===== config.mk =====
export PLATFORM = sky130hd
export DESIGN_NAME = instr_encoder_loader
export DESIGN_NICKNAME = d
export VERILOG_FILES = /design/src/rtl/instr_encoder_loader.sv
export SDC_FILE = /design/constraint.sdc
export NUM_CORES = 1
export LEC_CHECK = 0
export ABC_AREA = 1
export CELL_PAD_IN_SITES_DETAIL_PLACEMENT = 0
export CELL_PAD_IN_SITES_GLOBAL_PLACEMENT = 2
export CORE_MARGIN = 3
export CORE_UTILIZATION = 29
export CTS_BUF_LIST = sky130_fd_sc_hd__clkbuf_8
export DETAILED_ROUTE_END_ITERATION = 8
export PLACE_DENSITY = 0.91
export SKIP_LAST_GASP = 1
export SLEW_MARGIN = 10
export SYNTH_ARGS = -nofsm -noshare
export SYNTH_HDL_FRONTEND = slang
export SYNTH_SLANG_ARGS = --single-unit

===== constraint.sdc =====
create_clock -name clk -period 2.1 [get_ports clk]
set_input_delay 0.42 -clock clk [delete_from_list [all_inputs] [get_ports clk]]
set_output_delay 0.42 -clock clk [all_outputs]
set_load 0.005 [all_outputs]

===== src/rtl/instr_encoder_loader.sv =====
// instr_encoder_loader
// Accepts symbolic MIPS instruction descriptors over a valid/ready stream,
// encodes each one into a 32-bit instruction word, and writes the words to
// instruction memory at consecutive addresses starting from word 0.
//
// Build option:
//   INSTR_ENC_ILLEGAL_CHECK_EN - when defined, op indices 22..31 are accepted
//   but not written; err_illegal sets and the load ends. When undefined, those
//   indices encode as NOP and are written normally; err_illegal stays 0.
module instr_encoder_loader #(
    parameter int ADDR_W = 10
) (
    input  logic              clk,
    input  logic              rst_n,
    input  logic              start,
    input  logic              in_valid,
    output logic              in_ready,
    input  logic [4:0]        in_op,
    input  logic [4:0]        in_rs,
    input  logic [4:0]        in_rt,
    input  logic [4:0]        in_rd,
    input  logic [15:0]       in_imm,
    input  logic              in_last,
    output logic              imem_we,
    output logic [ADDR_W-1:0] imem_addr,
    output logic [31:0]       imem_wdata,
    output logic              busy,
    output logic              done,
    output logic [ADDR_W:0]   count,
    output logic              err_overflow,
    output logic              err_illegal
);

    typedef enum logic [1:0] {
        S_IDLE = 2'd0,
        S_LOAD = 2'd1,
        S_DONE = 2'd2
    } state_e;

    // Operation indices as presented on in_op.
    typedef enum logic [4:0] {
        OP_ADD   = 5'd0,
        OP_ADDU  = 5'd1,
        OP_SUB   = 5'd2,
        OP_SUBU  = 5'd3,
        OP_AND   = 5'd4,
        OP_OR    = 5'd5,
        OP_XOR   = 5'd6,
        OP_NOR   = 5'd7,
        OP_SLT   = 5'd8,
        OP_SLTU  = 5'd9,
        OP_LW    = 5'd10,
        OP_SW    = 5'd11,
        OP_BEQ   = 5'd12,
        OP_BNE   = 5'd13,
        OP_ANDI  = 5'd14,
        OP_ORI   = 5'd15,
        OP_XORI  = 5'd16,
        OP_ADDI  = 5'd17,
        OP_ADDIU = 5'd18,
        OP_SLTI  = 5'd19,
        OP_SLTIU = 5'd20,
        OP_NOP   = 5'd21
    } op_e;

    localparam logic [ADDR_W-1:0] ADDR_MAX  = '1;
    localparam logic [ADDR_W-1:0] ADDR_ONE  = ADDR_W'(1);
    localparam logic [ADDR_W:0]   COUNT_ONE = (ADDR_W + 1)'(1);

    state_e              state_q, state_d;
    logic [ADDR_W-1:0]   addr_q, addr_d;
    logic [ADDR_W:0]     count_q, count_d;
    logic                we_q, we_d;
    logic [ADDR_W-1:0]   waddr_q, waddr_d;
    logic [31:0]         wdata_q, wdata_d;
    logic                err_ovf_q, err_ovf_d;
    logic                err_ill_q, err_ill_d;

    logic                is_rtype;
    logic                is_itype;
    logic [5:0]          funct;
    logic [5:0]          opcode;
    logic                drop_word;
    logic [31:0]         enc_word;
    logic                handshake;

    // Decode the op index into an instruction class plus its funct/opcode field.
    always_comb begin
        // NOTE: every signal driven here gets a default first, so no path
        // through the case can leave a value held and infer a latch.
        is_rtype  = 1'b0;
        is_itype  = 1'b0;
        funct     = 6'h00;
        opcode    = 6'h00;
        drop_word = 1'b0;
        case (in_op)
            OP_ADD:   begin is_rtype = 1'b1; funct  = 6'h20; end
            OP_ADDU:  begin is_rtype = 1'b1; funct  = 6'h21; end
            OP_SUB:   begin is_rtype = 1'b1; funct  = 6'h22; end
            OP_SUBU:  begin is_rtype = 1'b1; funct  = 6'h23; end
            OP_AND:   begin is_rtype = 1'b1; funct  = 6'h24; end
            OP_OR:    begin is_rtype = 1'b1; funct  = 6'h25; end
            OP_XOR:   begin is_rtype = 1'b1; funct  = 6'h26; end
            OP_NOR:   begin is_rtype = 1'b1; funct  = 6'h27; end
            OP_SLT:   begin is_rtype = 1'b1; funct  = 6'h2A; end
            OP_SLTU:  begin is_rtype = 1'b1; funct  = 6'h2B; end
            OP_LW:    begin is_itype = 1'b1; opcode = 6'h23; end
            OP_SW:    begin is_itype = 1'b1; opcode = 6'h2B; end
            OP_BEQ:   begin is_itype = 1'b1; opcode = 6'h04; end
            OP_BNE:   begin is_itype = 1'b1; opcode = 6'h05; end
            OP_ANDI:  begin is_itype = 1'b1; opcode = 6'h0C; end
            OP_ORI:   begin is_itype = 1'b1; opcode = 6'h0D; end
            OP_XORI:  begin is_itype = 1'b1; opcode = 6'h0E; end
            OP_ADDI:  begin is_itype = 1'b1; opcode = 6'h08; end
            OP_ADDIU: begin is_itype = 1'b1; opcode = 6'h09; end
            OP_SLTI:  begin is_itype = 1'b1; opcode = 6'h0A; end
            OP_SLTIU: begin is_itype = 1'b1; opcode = 6'h0B; end
            OP_NOP:   begin end
            default: begin
`ifdef INSTR_ENC_ILLEGAL_CHECK_EN
                // Unknown op: consume it but never write it.
                drop_word = 1'b1;
`endif
            end
        endcase
    end

    // Assemble the 32-bit word; anything that is neither R nor I is all-zero (NOP).
    always_comb begin
        enc_word = 32'h0000_0000;
        if (is_rtype) begin
            enc_word = {6'h00, in_rs, in_rt, in_rd, 5'b00000, funct};
        end else if (is_itype) begin
            enc_word = {opcode, in_rs, in_rt, in_imm};
        end
    end

    assign handshake = in_valid && (state_q == S_LOAD);

    // Load sequencing: start handling, per-word write, last/overflow/illegal exits.
    always_comb begin
        state_d   = state_q;
        addr_d    = addr_q;
        count_d   = count_q;
        we_d      = 1'b0;
        waddr_d   = waddr_q;
        wdata_d   = wdata_q;
        err_ovf_d = err_ovf_q;
        err_ill_d = err_ill_q;
        case (state_q)
            S_IDLE, S_DONE: begin
                if (start) begin
                    state_d   = S_LOAD;
                    addr_d    = '0;
                    count_d   = '0;
                    err_ovf_d = 1'b0;
                    err_ill_d = 1'b0;
                end
            end
            S_LOAD: begin
                if (handshake) begin
                    if (drop_word) begin
                        err_ill_d = 1'b1;
                        state_d   = S_DONE;
                    end else begin
                        we_d    = 1'b1;
                        waddr_d = addr_q;
                        wdata_d = enc_word;
                        count_d = count_q + COUNT_ONE;
                        if (in_last) begin
                            state_d = S_DONE;
                        end else if (addr_q == ADDR_MAX) begin
                            // Memory is full and the program is not finished:
                            // stop rather than wrap onto word 0.
                            err_ovf_d = 1'b1;
                            state_d   = S_DONE;
                        end else begin
                            addr_d = addr_q + ADDR_ONE;
                        end
                    end
                end
            end
            default: state_d = S_IDLE;
        endcase
    end

    // State and output registers; reset drops any pending write immediately.
    always_ff @(posedge clk or negedge rst_n) begin
        if (!rst_n) begin
            state_q   <= S_IDLE;
            addr_q    <= '0;
            count_q   <= '0;
            we_q      <= 1'b0;
            waddr_q   <= '0;
            wdata_q   <= '0;
            err_ovf_q <= 1'b0;
            err_ill_q <= 1'b0;
        end else begin
            // NOTE: non-blocking assignments make every register update from
            // the pre-edge values, independent of statement order.
            state_q   <= state_d;
            addr_q    <= addr_d;
            count_q   <= count_d;
            we_q      <= we_d;
            waddr_q   <= waddr_d;
            wdata_q   <= wdata_d;
            err_ovf_q <= err_ovf_d;
            err_ill_q <= err_ill_d;
        end
    end

    assign in_ready     = (state_q == S_LOAD);
    assign busy         = (state_q == S_LOAD);
    assign done         = (state_q == S_DONE);
    assign imem_we      = we_q;
    assign imem_addr    = waddr_q;
    assign imem_wdata   = wdata_q;
    assign count        = count_q;
    assign err_overflow = err_ovf_q;
`ifdef INSTR_ENC_ILLEGAL_CHECK_EN
    assign err_illegal  = err_ill_q;
`else
    assign err_illegal  = 1'b0;
`endif

endmodule


==> reports/results.ini, run 1 <==
[synthesis]
ys_warn_count = 0
syn_area_per_cell_um2 = 7.80
yosysSeqAreaShare_pct = 48.6
netlist_instances = 436
netlist_area_um2 = 3400
ys_ff_latch = 66
synth_cell_type_count = 35

[clocking]
post_cts_buffers = 0
cts_buffer_depth = 2
clkLatencyLatePin_ns = 0.34
htreeDepth = 3
hold_buffers = 0
clock_sinks = 66
ctsResizeCount = 0
cts.clk_slew.worst_paths_ns = 0.09
cts_buffers = 9
cts_root_buf = clkbuf_8
cts_tree = built

[grt]
grt_use_total_pct = 14.6
antenna_found_initial = 0
grt_max_degree = 67
grt_pass1_vias = 3054
grt_pass1_wl_um = 15300
overflow = 0

[setup_path]
worstSetupPathType = flip-flop to output pin
cp.required_ns = 1.68
worst_ep_arrival_time_ns = 1.56
end_kind = output pin
slowest_delay_ns = 0.54
worst_path_max_delay_cell = clkdlybuf4s50_1
critPathBufInv = 1
crit_chain = nor2_8, clkdlybuf4s50_1
startpoint_type = flip-flop
crit_fanout = 10
cpLargestDelayFamily = buffers and inverters

[route]
viasPerCell = 4.59
ant_nets = 0
drc = 0
totalWireLength_um = 9110
vias = 3127
drtIter0Drc = 184
drt_pass1_iterations = 4
avgRoutedWirePerCell_um = 13.4

[timing]
tns_ns = 0
hold_viol = 0
fmax_mhz = 505
fin_ws_ns = 0.120
min_period_ns = 1.98
clock_skew_ns = 0.0202
setup_violations = 0
grt_setup_unrepaired = no
hold_slack_ns = 0.0714
drv_slew = 0
period_share_pct = 94.3

[final_layout]
stdcell_count = 681
fin_nets = 579
antenna_cells = 0
area_growth_pct = 38.7
final_layout_size_suffix_gt1_share_pct = 9.80

[power]
switchingPower_mw = 1.67
power_mw = 4.88
leakage_nw = 2.27
switching_share_pct = 34.3
power_density_nw_per_um2 = 1030
p_comb_share_pct = 39.2
cellInternalPower_mw = 3.21
power_frac_seq_pct = 38.0
ir_drop_uv = 515
p_clk_share_pct = 22.8

[floorplanning]
initial_core_util_pct = 30.6
rows = 38
die-area_um2 = 13100
die_w_um = 114
pin_count = 100
core_area_um2 = 11100
die_h_um = 114

[place]
pre_cts_ws_ns = 0.0329
hpwl_um = 6610
gp_congestion = 0.896
portBuffers = 97
dp_cells = 665

[run_status]
status = finished clean

[job]
cap_violations = 0

[hold_path]
hp-class = input pin to asynchronous set/reset pin

-- cells by family (layout without fill, tap and decap cells) --
logic type | count (synthesis) | after routing | share of synthesized area [%]
AO/OA/AOI/OAI | 44 | 44 | 6.99
XOR/XNOR | 2 | 2 | 0.515
adder cells (fa/ha/maj) | 2 | 2 | 0.736
buffers and inverters | 63 | 167 | 8.20
flip-flops | 66 | 66 | 48.6
other | 1 | 2 | 0.110
AND/OR/NAND/NOR | 258 | 258 | 34.9
-- final timing paths --
| check | from | to | cells past startpoint | slack, ns |
|---|---|---|---|---|
| worst min register to register | imem_wdata[28] | imem_wdata[28] | 2 | 0.48 |
| worst max-delay path | state_q[1] | busy | 2 | 0.12 |
| worst max register to register | addr_q[1] | addr_q[6] | 7 | 0.45 |
| max in group asynchronous | rst_n | state_q[1] | 2 | 1.72 |
| worst min-delay path | rst_n | imem_wdata[11] | 2 | 0.07 |
| min in group clk | imem_wdata[28] | imem_wdata[28] | 2 | 0.48 |
-- per-layer routing --
metal / up-vias / GRT usage, % / part of all wire [%]
met4: 0 / 5.54 / 1.6
met1: 1453 / 19.6 / 45
met3: 11 / 3.07 / 5.4
li1: 1575 / - / -
met2: 88 / 23.2 / 48
met5: - / 0 / 0
-- layout by cell type (no fill, tap or decap), types with 3 or more instances in the layout --
cell type	instances
clkbuf_8	10
buf_4	4
inv_2	4
nor3_1	8
nand4_1	8
nand2_1	151
inv_1	43
nor2_4	3
a21oi_1	21
nand3_1	34
dfrtp_1	66
nor2_1	27
clkdlybuf4s50_1	96
or2_2	8
nand2_2	3
o21ai_0	20
nor2_2	5
-- flip-flops by register name, indices dropped and copies added (netlist names) --
| register | count |
|---|---|
| imem_wdata | 31 |
| count | 11 |
| addr_q | 10 |
| imem_addr | 10 |
| state_q | 2 |
| err_overflow | 1 |
| imem_we | 1 |
-- power groups by stage --
| stage | logic, mW | registers (mW) | clock network (mW) |
|---|---|---|---|
| 3_3_place_gp | 1.92 | 1.87 | 0 |
| 5_1_grt | 2.13 | 1.91 | 1.20 |
| 3_5_place_dp | 1.95 | 1.88 | 0 |
| 4_1_cts | 1.96 | 1.86 | 1.14 |
| 2_1_floorplan | 0.900 | 1.87 | 0 |
| 6_report | 1.91 | 1.86 | 1.11 |
-- area by class of cell --
cell class	instances	area, um^2
sequential	66	1650
multi-input combinational	308	1470
timing repair buffer	103	1040
inverter	48	180
tap	140	175
clock buffer	10	138
fill	1178	6410
clock inverter	6	63.8
-- stage by stage --
step	area (um^2)	utilization, %
2_1_floorplan	3400	-
3_3_place_gp	4520	40.6
3_5_place_dp	4520	40.6
4_1_cts	4720	42.4
5_1_grt	4720	42.4
6_report	4720	42.4
-- synthesized netlist by cell type --
cell type / n / area [um^2]
nand2_1: 151 / 567
dfrtp_1: 66 / 1650
inv_1: 43 / 161
nand3_1: 34 / 170
nor2_1: 27 / 101
a21oi_1: 21 / 105
o21ai_0: 20 / 100
nand4_1: 8 / 50.1
nor3_1: 8 / 40.0
or2_2: 8 / 50.1
nor2_2: 5 / 31.3
buf_2: 4 / 20.0
buf_4: 4 / 30.0
clkbuf_1: 4 / 15.0
inv_2: 4 / 15.0
buf_6: 3 / 33.8
nand2_2: 3 / 18.8
nor2_4: 3 / 33.8
ha_1: 2 / 25.0
nand2_4: 2 / 22.5
or2_1: 2 / 12.5
a31oi_1: 1 / 6.26
and3_1: 1 / 6.26
clkinv_1: 1 / 3.75
conb_1: 1 / 3.75
nand3_2: 1 / 10.0
nand3b_1: 1 / 7.51
nand4_4: 1 / 21.3
nor2_8: 1 / 20.0
nor3_4: 1 / 16.3
nor3b_1: 1 / 7.51
o211ai_1: 1 / 7.51
o21bai_4: 1 / 18.8
xnor2_1: 1 / 8.76
xor2_1: 1 / 8.76
Note: power is estimated with default switching activity, not from simulation.
==> inputs of run 2 (changes only) <==
--- a/config.mk
+++ b/config.mk
@@ -9,10 +9,10 @@
 export CELL_PAD_IN_SITES_DETAIL_PLACEMENT = 0
 export CELL_PAD_IN_SITES_GLOBAL_PLACEMENT = 2
 export CORE_MARGIN = 3
-export CORE_UTILIZATION = 29
+export CORE_UTILIZATION = 27
 export CTS_BUF_LIST = sky130_fd_sc_hd__clkbuf_8
 export DETAILED_ROUTE_END_ITERATION = 8
-export PLACE_DENSITY = 0.91
+export PLACE_DENSITY = 0.85
 export SKIP_LAST_GASP = 1
 export SLEW_MARGIN = 10
 export SYNTH_ARGS = -nofsm -noshare
==> constraint.sdc (replaced) <==
create_clock -name clk -period 2.2 [get_ports clk]
set_input_delay 0.44 -clock clk [delete_from_list [all_inputs] [get_ports clk]]
set_output_delay 0.44 -clock clk [all_outputs]
set_load 0.005 [all_outputs]
==> reports/results.ini, run 2 (synthesized netlist as in run 1, its figures left out) <==
[run_status]
status = finished clean

[clocking]
htreeDepth = 3  ; unchanged
clock_sinks = 66  ; unchanged
post_cts_buffers = 0  ; unchanged
clkLatencyLatePin_ns = 0.35  ; about the same
cts_root_buf = clkbuf_8
ctsResizeCount = 0  ; unchanged
cts_buffers = 9  ; unchanged
cts_buffer_depth = 2  ; unchanged
hold_buffers = 0  ; unchanged
cts_tree = built
cts.clk_slew.worst_paths_ns = 0.08  ; about the same

[route]
drc = 0  ; unchanged
vias = 3139  ; +0.38%
totalWireLength_um = 9400  ; +3.2%
avgRoutedWirePerCell_um = 13.3  ; -0.87%
drt_pass1_iterations = 6  ; +2
viasPerCell = 4.43  ; -3.6%
drtIter0Drc = 231  ; +26%
ant_nets = 0  ; unchanged

[final_layout]
stdcell_count = 709  ; +4.1%
antenna_cells = 0  ; unchanged
fin_nets = 579  ; unchanged
largest_reg_flops = 31  ; unchanged
final_layout_size_suffix_gt1_share_pct = 9.61  ; -0.18 points
final_common_cell = nand2_1
final_cell_mix = nand2_1 (151), clkdlybuf4s50_1 (96), dfrtp_1 (66)
area_growth_pct = 38.5
fin_util_pct = 38.7  ; -3.7 points

[grt]
grt_max_degree = 40  ; -40%
grt_pass1_vias = 3141  ; +2.8%
grt_pass1_wl_um = 15700  ; +3.0%
grt_use_total_pct = 13.9  ; -0.72 points
antenna_found_initial = 0  ; unchanged
overflow = 0  ; unchanged

[setup_path]
rr_worst_depth = 9  ; +2
cp.required_ns = 1.76  ; +0.08 ns
slowest_delay_ns = 0.54  ; about the same
r2r-start = count[0]
cpLargestDelayFamily = buffers and inverters
worst_path_max_delay_cell = clkdlybuf4s50_1
r2r_setup_slack_ns = 0.54  ; +0.09 ns
crit_fanout = 10  ; unchanged
worstSetupPathType = flip-flop to output pin
crit_chain = nor2_8, clkdlybuf4s50_1
startpoint_type = flip-flop
rr_endpoint = count[6]
end_kind = output pin
worst_ep_arrival_time_ns = 1.58  ; +0.02 ns
critPathBufInv = 1  ; unchanged

[timing]
clock_skew_ns = 0.0104  ; -0.00983 ns
grt_setup_unrepaired = no
tns_ns = 0  ; unchanged
drv_slew = 0  ; unchanged
min_period_ns = 2.02
hold_slack_ns = 0.0360  ; -0.0354 ns
period_share_pct = 92.0
fmax_mhz = 494
setup_violations = 0  ; unchanged
hold_viol = 0  ; unchanged

[floorplanning]
core_area_um2 = 12200  ; +9.3%
die_h_um = 118  ; +3.4%
rows = 40  ; +5.3%
pin_count = 100  ; unchanged
die-area_um2 = 14000  ; +7.0%
die_w_um = 118  ; +3.4%
initial_core_util_pct = 28.0  ; -2.6 points

[power]
power_mw = 4.51  ; -7.7%
ir_drop_uv = 354  ; -31%
leakage_nw = 2.26  ; -0.68%
power_density_nw_per_um2 = 957  ; -7.6%

[place]
hpwl_um = 6690  ; +1.2%
gp_congestion = 0.920  ; +2.7%
dp_cells = 693  ; +4.2%
portBuffers = 97  ; unchanged

[hold_path]
hp-class = input pin to asynchronous set/reset pin

[job]
cap_violations = 0  ; unchanged

[run 2: layout make-up]
| cell class | count | area (um^2) |
|---|---|---|
| inverter | 48 | 180 |
| timing repair buffer | 103 | 1020 |
| clock buffer | 9 | 124 |
| fill | 1280 | 7450 |
| multi-input combinational | 308 | 1470 |
| sequential | 66 | 1650 |
| clock inverter | 7 | 46.3 |
| tap | 168 | 210 |
[run 2: how the worst max path moves through the flow]
stage,to,cells after the start,start,slack (ns)
2_1_floorplan,addr_q[6],8,addr_q[0],0.80
3_3_place_gp,imem_wdata[5],8,in_op[4],0.16
3_5_place_dp,imem_wdata[25],8,in_op[4],0.12
4_1_cts,in_ready,2,state_q[1],0.14
5_1_grt,busy,2,state_q[1],0.11
6_report,in_ready,2,state_q[1],0.18
[run 2: per-layer routing]
| metal | up-vias | wire length [um] | track usage [%] | share of wire, % |
|---|---|---|---|---|
| li1 | 1571 | - | - | - |
| met1 | 1465 | 4470 | 18.8 | 48 |
| met2 | 88 | 4270 | 21.6 | 45 |
| met3 | 15 | 476 | 2.68 | 5.1 |
| met4 | 0 | 188 | 6.01 | 2.0 |
| met5 | - | 0 | 0 | 0 |
[run 2: through the flow]
step                      setup slack [ns]  area, um^2
after global routing                 0.106        4710
final                                0.176        4710
after global placement               0.162        4540
after floorplan                      0.803        3400
after detailed placement             0.116        4540
after CTS                            0.139        4710
[run 2: where the power goes]
| part | internal (mW) | switching, mW | total [mW] |
|---|---|---|---|
| clock | 0.407 | 0.527 | 0.934 |
| sequential | 1.54 | 0.223 | 1.77 |
| combinational | 0.941 | 0.864 | 1.80 |
